$ cat src/rtl/tick_stopwatch.sv
// Stopwatch on the basys_clk domain: edge-detects the slow divided clock, prescales
// it to 0.1 s steps and keeps M:SS.t BCD time under start/stop/clear control.
module tick_stopwatch #(
    parameter int unsigned TICKS_PER_STEP = 2,
    parameter int unsigned MAX_MIN        = 9
) (
    input  logic       basys_clk,
    input  logic       reset,
    input  logic       slow_clk,
    input  logic       start_stop,
    input  logic       clear,
    output logic [3:0] digit_tenth,
    output logic [3:0] digit_sec_o,
    output logic [3:0] digit_sec_t,
    output logic [3:0] digit_min,
    output logic       running,
    output logic       step_pulse,
    output logic       overflow
);

    localparam logic [1:0] ST_IDLE  = 2'd0;
    localparam logic [1:0] ST_RUN   = 2'd1;
    localparam logic [1:0] ST_PAUSE = 2'd2;

    localparam logic [3:0] LAST_TICK = 4'(TICKS_PER_STEP - 1);
    localparam logic [3:0] MIN_TOP   = 4'(MAX_MIN);

    logic [1:0] state;
    logic [1:0] state_nxt;
    logic [3:0] prescaler;
    logic       slow_d;
    logic       tick;
    logic       advance;
    logic       step;

    assign tick    = slow_clk & ~slow_d;
    // Ticks count only in RUN as held before this edge, so the tick that
    // coincides with the entering start_stop is ignored.
    assign advance = tick && (state == ST_RUN) && !clear;
    assign step    = advance && (prescaler == LAST_TICK);

    always_comb begin
        // NOTE: default first so every path assigns state_nxt; otherwise a latch is inferred.
        state_nxt = state;
        if (clear) begin
            state_nxt = ST_IDLE;
        end else if (start_stop) begin
            case (state)
                ST_IDLE:  state_nxt = ST_RUN;
                ST_RUN:   state_nxt = ST_PAUSE;
                ST_PAUSE: state_nxt = ST_RUN;
                default:  state_nxt = ST_IDLE;
            endcase
        end
    end

    // NOTE: non-blocking assignments so every register samples pre-edge values.
    always_ff @(posedge basys_clk) begin
        if (reset) begin
            state       <= ST_IDLE;
            running     <= 1'b0;
            step_pulse  <= 1'b0;
            overflow    <= 1'b0;
            prescaler   <= 4'd0;
            slow_d      <= 1'b1;
            digit_tenth <= 4'd0;
            digit_sec_o <= 4'd0;
            digit_sec_t <= 4'd0;
            digit_min   <= 4'd0;
        end else begin
            slow_d     <= slow_clk;
            state      <= state_nxt;
            running    <= (state_nxt == ST_RUN);
            step_pulse <= step;

            if (clear) begin
                prescaler   <= 4'd0;
                overflow    <= 1'b0;
                digit_tenth <= 4'd0;
                digit_sec_o <= 4'd0;
                digit_sec_t <= 4'd0;
                digit_min   <= 4'd0;
            end else if (advance) begin
                prescaler <= step ? 4'd0 : prescaler + 4'd1;
                // Whole carry chain resolves in one edge; no partial carry is ever visible.
                if (step) begin
                    if (digit_tenth != 4'd9) begin
                        digit_tenth <= digit_tenth + 4'd1;
                    end else begin
                        digit_tenth <= 4'd0;
                        if (digit_sec_o != 4'd9) begin
                            digit_sec_o <= digit_sec_o + 4'd1;
                        end else begin
                            digit_sec_o <= 4'd0;
                            if (digit_sec_t != 4'd5) begin
                                digit_sec_t <= digit_sec_t + 4'd1;
                            end else begin
                                digit_sec_t <= 4'd0;
                                if (digit_min != MIN_TOP) begin
                                    digit_min <= digit_min + 4'd1;
                                end else begin
                                    digit_min <= 4'd0;
                                    overflow  <= 1'b1;
                                end
                            end
                        end
                    end
                end
            end
        end
    end

endmodule
$ cat config.mk
export PLATFORM = sky130hd
export DESIGN_NAME = tick_stopwatch
export DESIGN_NICKNAME = d
export VERILOG_FILES = /design/src/rtl/tick_stopwatch.sv
export SDC_FILE = /design/constraint.sdc
export NUM_CORES = 1
export LEC_CHECK = 0
export ABC_AREA = 1
export CAP_MARGIN = 20
export CELL_PAD_IN_SITES_DETAIL_PLACEMENT = 1
export CELL_PAD_IN_SITES_GLOBAL_PLACEMENT = 2
export CORE_UTILIZATION = 29
export CTS_BUF_LIST = sky130_fd_sc_hd__clkbuf_4
export DETAILED_ROUTE_END_ITERATION = 16
export PLACE_DENSITY_LB_ADDON = 0.12
export SYNTH_ARGS = -nofsm -noshare
export SYNTH_HDL_FRONTEND = slang
export SYNTH_SLANG_ARGS = --single-unit
$ cat constraint.sdc
create_clock -name basys_clk -period 1.34 [get_ports basys_clk]
set_input_delay 0.402 -clock basys_clk [delete_from_list [all_inputs] [get_ports basys_clk]]
set_output_delay 0.402 -clock basys_clk [all_outputs]
set_load 0.01 [all_outputs]
# Word-level counts from Yosys, hierarchy flattened
# Index checks and enable logic that the tools add are counted.
[totals]
elab_cells = 49
inputBits = 5
output_inout_bits = 19
regBits = 26
[classes]
n_mux = 8
addsub = 5
n_eq_ne = 8
bitwise_logic = 6
n_reduce_logical = 12
[op_table]
columns = ["op", "n"]
rows = [
  ["$add A4 B1 Y4 const B", 5],
  ["$mux W4", 5],
  ["$ne A4 B4 Y1 const B", 3],
  ["$reduce_and A6 Y1", 1],
  ["$not A1 Y1", 5],
  ["$reduce_and A5 Y1", 1],
  ["$eq A2 B1 Y1 const B", 2],
  ["$eq A4 B1 Y1 const B", 1],
  ["$mux W2", 2],
  ["$ne A4 B3 Y1 const B", 1],
  ["$pmux W2 S2", 1],
  ["$reduce_and A4 Y1", 1],
  ["$reduce_or A2 Y1", 2],
  ["$logic_and A1 B1 Y1", 3],
  ["$reduce_and A3 Y1", 1],
  ["$eq A2 B2 Y1 const B", 1],
  ["$logic_not A2 Y1", 1],
  ["$reduce_and A2 Y1", 1],
  ["$and A1 B1 Y1", 1],
  ["$logic_not A1 Y1", 1],
]

# Depth between registers and ports, before layout
# Gate-level depths: netlist (run 1).
[depth]
depth_word = 6
ltp_mapped = 9
depth_no_buf = 9

# Least setup slack after synthesis (run 1)
# No wires, ideal clock.
[synth_timing]
kind = "reg-to-reg"
startpoint = "reg digit_tenth[3]"
endpoint = "reg digit_sec_t[2]"
setup_time_ps = 120
n_path_buf = 0
arrival_ps = 1123
period_less_slack_ps = 1243
setup_slack_ps = 97
stages_incl_launch_ff = 8
required_time_ps = 1220
path_cell_list = "dfxtp_1 nand2_1 nor2_2 nand2_1 nor2_4 inv_2 nand2_1 a21oi_1"
[synth_via]
elab_chain_len = 3
[synth_lines]
columns = ["item", "line_no", "source"]
rows = [
  ["from (decl)", "12", "output logic [3:0] digit_tenth,"],
  ["from (signal assigned)", "88", "digit_tenth <= digit_tenth + 4'd1;"],
  ["$ne A4 B4 Y1", "87", "if (digit_tenth != 4'd9) begin"],
  ["$not A1 Y1 (no line)", "--", ""],
  ["$reduce_and A4 Y1 (no line)", "--", ""],
  ["to (signal assigned)", "96", "digit_sec_t <= digit_sec_t + 4'd1;"],
  ["to (decl)", "14", "output logic [3:0] digit_sec_t,"],
]
# Every way passes these cells.
# A chain may end at the register's enable or synchronous reset.

# Final worst setup path (run 1)
[layout_timing]
startpoint = "reg digit_min[1]"
endpoint = "out digit_min[1]"
[layout_rtl]
columns = ["item", "line_no", "source"]
rows = [
  ["from (decl)", "15", "output logic [3:0] digit_min,"],
  ["from (signal assigned)", "100", "digit_min <= digit_min + 4'd1;"],
]
# No word-level cell between the ends.

==> results of run 1 <==
==> cell usage after synthesis (all sizes together) <==
| cell type | n |
|---|---|
| and3 | 2 |
| a211oi | 1 |
| xnor2 | 1 |
| xor2 | 4 |
| dfxtp | 26 |
| nand2 | 53 |
| a21oi | 14 |
| clkinv | 1 |
| a31oi | 1 |
| buf | 1 |
| nand4 | 5 |
| nor2 | 30 |
| nand3 | 14 |
| nor3 | 1 |
| inv | 31 |
| ha | 2 |
| or2 | 1 |
| o21ai | 8 |
==> through the flow <==
step,util [%],total power (W),std cells
detailed placement,40.90,0.0008677,293
CTS,43.96,0.001434,304
global route,46.23,0.001470,306
floorplan,-,0.0008288,196
finish,46.23,0.001419,306
global placement,40.90,0.0008654,293
==> sequential cells by signal, indices dropped and copies added, names as in the netlist <==
register / flops
digit_sec_o: 4
step_pulse: 1
overflow: 1
digit_min: 4
slow_d: 1
digit_sec_t: 4
digit_tenth: 4
state: 2
prescaler: 4
running: 1
==> worst paths after layout <==
check                               from                         to  slack (ns)  depth (start not counted)
min reg2reg        overflow$_SDFFE_PP0P_      overflow$_SDFFE_PP0P_        0.46                          2
min                             slow_clk          slow_d$_SDFF_PP1_        0.44                          2
max reg2reg  digit_sec_o[2]$_SDFFE_PP0P_  digit_min[3]$_SDFFE_PP0P_        0.07                          7
max            digit_min[1]$_SDFFE_PP0P_               digit_min[1]        0.04                          1
==> layout make-up <==
type | count | area share (%)
multi-input combinational | 138 | 42.55
sequential | 26 | 26.98
timing repair buffer | 54 | 18.58
inverter | 32 | 6.131
tap | 52 | 3.188
clock inverter | 1 | 1.471
clock buffer | 3 | 1.104
==> cell families after synthesis <==
kind of cell	count (synthesis)	synth area share, %
buffers and inverters	33	9.319
AND/OR/NAND/NOR	106	37.28
adder cells (fa/ha/maj)	2	1.864
AO/OA/AOI/OAI	24	9.507
flip-flops	26	38.77
XOR/XNOR	5	3.262
==> power breakdown <==
group,switching (W),internal (W)
clock,0.000264,0.000303
sequential,0.00000474,0.000776
combinational,0.0000401,0.0000311
==> placed cells by master, fill, tap and decap left out, types with 4 or more instances in the layout <==
master	netlist	final
a21oi_1	14	11
nand2_2	3	9
nand2_1	49	40
xor2_1	4	4
inv_2	3	5
dfxtp_2	0	21
clkbuf_2	0	9
nand4_1	5	5
nor2_1	24	15
inv_1	28	24
nor2_2	3	5
buf_2	1	9
buf_4	0	29
dfxtp_1	26	4
nor2_4	2	10
nand3_2	2	5
nand3_1	12	8
nand2_4	1	4
==> per-layer routing <==
| layer | share of wire [%] | track usage, % | vias up | wire [um] |
|---|---|---|---|---|
| met5 | 0 | 0 | - | 0 |
| met2 | 51 | 29.38 | 17 | 1961 |
| met3 | 2.4 | 1.732 | 4 | 93 |
| met4 | 0.89 | 4.000 | 0 | 34 |
| li1 | - | - | 739 | - |
| met1 | 45 | 20.80 | 666 | 1733 |
==> timing repair <==
action	4_1_cts	5_1_grt
resized for setup	86	55
pin swaps	6	20
gates cloned	1	0
setup buffers	6	3
endpoints found under the setup margin	40	27
==> flow_summary.yaml, run 1 <==
status:
  outcome: "complete, no violations"
critical_path:
  critical_path_class: "flop to output port"
  cp.required_ns: 0.94
  path_buf_inv: 1
  slowest_delay_ns: 0.36
  cp_slowest_cell: "dfxtp_2"
  cp-end-kind: "output port"
  startpoint_type: "flop"
  arrival_ns: 0.90
  cpLargestDelayFamily: "flip-flops"
  crit_path_max_fanout: 2
  cp_cell_sequence: "clkdlybuf4s15_2"
synthesis:
  syn_area_per_cell_um2: 6.850
  syn_nets: 203
  ys_seq_area_share_pct: 38.77
  synthDistinctLibCells: 27
  yosysTopAreaCell: "dfxtp_1"
  synthCells: 196
  synth_top_area_share_pct: 38.77
  yosys_register_bits: 26
  synth_area_mm2: 0.001343
  synthTopCellsByArea: "dfxtp_1, nand2_1, inv_1, nor2_1, a21oi_1"
  synth_warnings: 0
floorplan:
  num_io_pins: 24
  die_height_um: 70.04
  initial_utilization_pct: 30.41
  rows: 24
  dieArea_mm2: 0.004906
  core_area_mm2: 0.004414
  die_w_um: 70.04
hold_path:
  worstHoldPathType: "primary input to flop"
clock_tree:
  cts-root-buf: "clkbuf_4"
  cts_inserted_buffers: 3
  cts.sinks: 26
  worst_skew_pair.late_latency_ns: 0.33
  post_cts_hold_buffer_count: 0
  cts_buffer_depth: 2
  clkTransAtPathRegs_ns: 0.16
  ctsHtreeMaxLevel: 1
  cts_tree: "built"
global_routing:
  gr-total-overflow: 0
  grt_first_pass_wirelength_um: 6541
  antenna_found_initial: 0
  grt_usage_pct: 16.36
  grt_max_degree: 16
  grt_pass1_vias: 1444
drt:
  wl_um: 3823
  avgRoutedWirePerCell_um: 12.49
  num_vias: 1426
  drtAntennaViolNets: 0
  drc: 0
  vias_per_cell: 4.660
  drt_pre_antenna_iters: 4
  drt_iter0_drc: 28
job:
  max_cap_viol_count: 0
sta:
  finalMaxSlewViolations: 0
  period_share_pct: 97.26
  fin_crit_ns: 1.303
  max_clock_freq_ghz: 0.7673
  tns_ns: 0
  layout_setup_ws_ns: 0.03674
  fin_skew_ns: 0.002981
  setup_viol: 0
  hold_slack_ns: 0.4441
  hold_viol_final: 0
  relSlewSlack_pct: 87.05
  grt_setup_unrepaired: "true"
  tightest_slew_ns: 0.1936
final_layout:
  fin_area_mm2: 0.002041
  area_delta_synth_final_pct: 52.00
  layout.nets: 262
  drive_gt1_share_pct: 50.00
  multi_input_area_um2: 868.3
  fillers: 576
  register_area_um2: 550.5
  diodes: 0
placed_design:
  pre_cts_ws_ns: -0.5368
  io_buffer_count: 23
  hpwlAfterDp_um: 2916
  gp_congestion: 0.7528
  placed_cell_area_mm2: 0.001805
power:
  pwr_density_cell_mw_per_mm2: 695.1
  p_leak_nw: 0.9039
  vdd_drop_max_uv: 433.9
(Power assumes the default switching activity.)
==> run 2: changes to the inputs <==
--- a/config.mk
+++ b/config.mk
@@ -9,10 +9,12 @@
 export CAP_MARGIN = 20
 export CELL_PAD_IN_SITES_DETAIL_PLACEMENT = 1
 export CELL_PAD_IN_SITES_GLOBAL_PLACEMENT = 2
+export CORE_MARGIN = 2
 export CORE_UTILIZATION = 29
 export CTS_BUF_LIST = sky130_fd_sc_hd__clkbuf_4
 export DETAILED_ROUTE_END_ITERATION = 16
-export PLACE_DENSITY_LB_ADDON = 0.12
+export GPL_TIMING_DRIVEN = 0
+export PLACE_DENSITY = 0.85
 export SYNTH_ARGS = -nofsm -noshare
 export SYNTH_HDL_FRONTEND = slang
 export SYNTH_SLANG_ARGS = --single-unit
==> run 2 against run 1 <==
Against the previous run: first-iteration DRC count down 46%; global-route usage fell by 1.9 points; sequential power is 2% lower; die area rose by 5.8%; power decreased by 2.8%; clock skew about the same; setup slack worse by 0.0033 ns; hold slack lost 0.10 ns; combinational power fell by 8.7%; critical path type is now flop to flop.
==> flow_summary.yaml, run 2 (synthesis gave the netlist of run 1 again) <==
critical_path:
  startpoint_type: "flop"
  cp_slowest_cell: "dfxtp_2"
  slowest_delay_ns: 0.35
  cp_cell_sequence: "inv_1, ha_2, nand2_4, inv_2, nand2_4, nor2_4, inv_2, nand2_1, a21oi_1"
  arrival_ns: 1.53
  critical_path_class: "flop to flop"
  crit_path_max_fanout: 5
  cp.required_ns: 1.57
  cpLargestDelayFamily: "simple AND/OR/NAND/NOR gates"
  path_buf_inv: 3
  cp-end-kind: "flop"
final_layout:
  fillers: 581
  layout.nets: 258
  final_cells: 302
  fin_area_mm2: 0.001938
  mostFrequentLayoutCells: "nand2_1, buf_4, inv_1"
  area_delta_synth_final_pct: 44.36
  diodes: 0
  drive_gt1_share_pct: 43.60
  layout_commonest_cell: "nand2_1"
drt:
  drt_pre_antenna_iters: 2
  vias_per_cell: 4.675
  avgRoutedWirePerCell_um: 11.86
  drt_iter0_drc: 15
  drc: 0
  drtAntennaViolNets: 0
  wl_um: 3581
  num_vias: 1412
clock_tree:
  cts_inserted_buffers: 3
  post_cts_hold_buffer_count: 0
  cts.sinks: 26
  ctsHtreeMaxLevel: 1
  cts_tree: "built"
  clkTransAtPathRegs_ns: 0.15
  worst_skew_pair.late_latency_ns: 0.33
  cts_buffer_depth: 2
  cts-root-buf: "clkbuf_4"
sta:
  layout_setup_ws_ns: 0.03343
  hold_viol_final: 0
  fin_crit_ns: 1.307
  max_clock_freq_ghz: 0.7654
  hold_slack_ns: 0.3419
  grt_setup_unrepaired: "true"
  fin_skew_ns: 0.002800
  period_share_pct: 97.51
  tns_ns: 0
  finalMaxSlewViolations: 0
  tightest_slew_ns: 0.2842
  relSlewSlack_pct: 80.94
  setup_viol: 0
placed_design:
  io_buffer_count: 23
  place_inst: 271
  placed_cell_area_mm2: 0.001638
  gp_congestion: 0.7279
  pre_cts_ws_ns: -0.5613
  hpwlAfterDp_um: 2372
floorplan:
  core_area_mm2: 0.004414
  die_w_um: 72.04
  rows: 24
  dieArea_mm2: 0.005190
  num_io_pins: 24
  die_height_um: 72.04
  initial_utilization_pct: 30.41
power:
  power_frac_comb_pct: 4.7
  p_sw_share_pct: 20.83
  pwr_density_cell_mw_per_mm2: 711.4
  p_sw_w: 0.0002873
  vdd_drop_max_uv: 477.4
  p_leak_nw: 0.8871
  pwr-share-clk_pct: 39.7
  p_int_w: 0.001092
  seq_power_share_pct: 55.6
global_routing:
  grt_first_pass_wirelength_um: 5913
  antenna_found_initial: 0
  grt_pass1_vias: 1381
  grt_max_degree: 16
  gr-total-overflow: 0
  grt_usage_pct: 14.47
status:
  outcome: "complete, no violations"
hold_path:
  worstHoldPathType: "primary input to flop"
job:
  max_cap_viol_count: 0
run 2: cell types whose count changed in the layout (fill, tap and decap cells not counted), sizes merged:
cell	change
clkdlybuf4s15	-1
dlymetal6s2s	+1
buf	-2
clkbuf	-1
clkdlybuf4s50	-1
run 2: path summary, 6_finish.rpt:
check / end / slack [ns] / depth (start not counted) / start
hold reg to reg: overflow$_SDFFE_PP0P_ / 0.46 / 2 / overflow$_SDFFE_PP0P_
hold / removal: step_pulse$_SDFF_PP0_ / 0.34 / 2 / reset
setup reg to reg: digit_sec_t[2]$_SDFFE_PP0P_ / 0.03 / 9 / prescaler[1]$_SDFFE_PP0P_
setup / recovery: digit_sec_t[2]$_SDFFE_PP0P_ / 0.03 / 9 / prescaler[1]$_SDFFE_PP0P_
run 2: area by class of cell:
type	count	area [um^2]	area share, %
sequential	26	565.5	29.18
inverter	32	120.1	6.198
clock buffer	3	22.52	1.162
multi-input combinational	138	797.0	41.12
timing repair buffer	49	330.3	17.04
buffer	1	7.507	0.3873
tap	52	65.06	3.357
clock inverter	1	30.03	1.549
run 2: worst register-to-register path: stages (launching register included):
cell	delay (ns)
dfxtp_2	0.35
inv_1	0.05
ha_2	0.18
nand2_4	0.08
inv_2	0.08
nand2_4	0.08
nor2_4	0.18
inv_2	0.09
nand2_1	0.06
a21oi_1	0.06
run 2: power by group through the flow:
stage | combinational (W) | sequential [W] | clock (W)
global placement | 0.0000572 | 0.000799 | 0
global route | 0.0000738 | 0.000767 | 0.000607
floorplan | 0.0000296 | 0.000799 | 0
detailed placement | 0.0000577 | 0.000799 | 0
finish | 0.0000650 | 0.000766 | 0.000548
CTS | 0.0000620 | 0.000766 | 0.000576
run 2: through the flow:
step | utilization [%] | total power (W)
after global routing | 43.91 | 0.001448
final | 43.91 | 0.001379
after CTS | 43.82 | 0.001405
after global placement | 37.10 | 0.0008562
after detailed placement | 37.10 | 0.0008568
after floorplan | - | 0.0008288
run 2: repair_timing:
item | CTS | global route
cloned | 1 | 0
setup endpoints to repair | 40 | 30
endpoints found under the hold margin | 0 | 0
setup buffers | 18 | 8
pin swaps | 4 | 12
gates resized for setup | 94 | 35
run 2: per-layer routing:
metal / vias up / global-route usage (%) / share of wire, %
li1: 727 / - / -
met1: 667 / 15.95 / 43
met2: 16 / 27.88 / 54
met3: 2 / 3.472 / 3.0
met4: 0 / 3.145 / 0.59
met5: - / 0 / 0
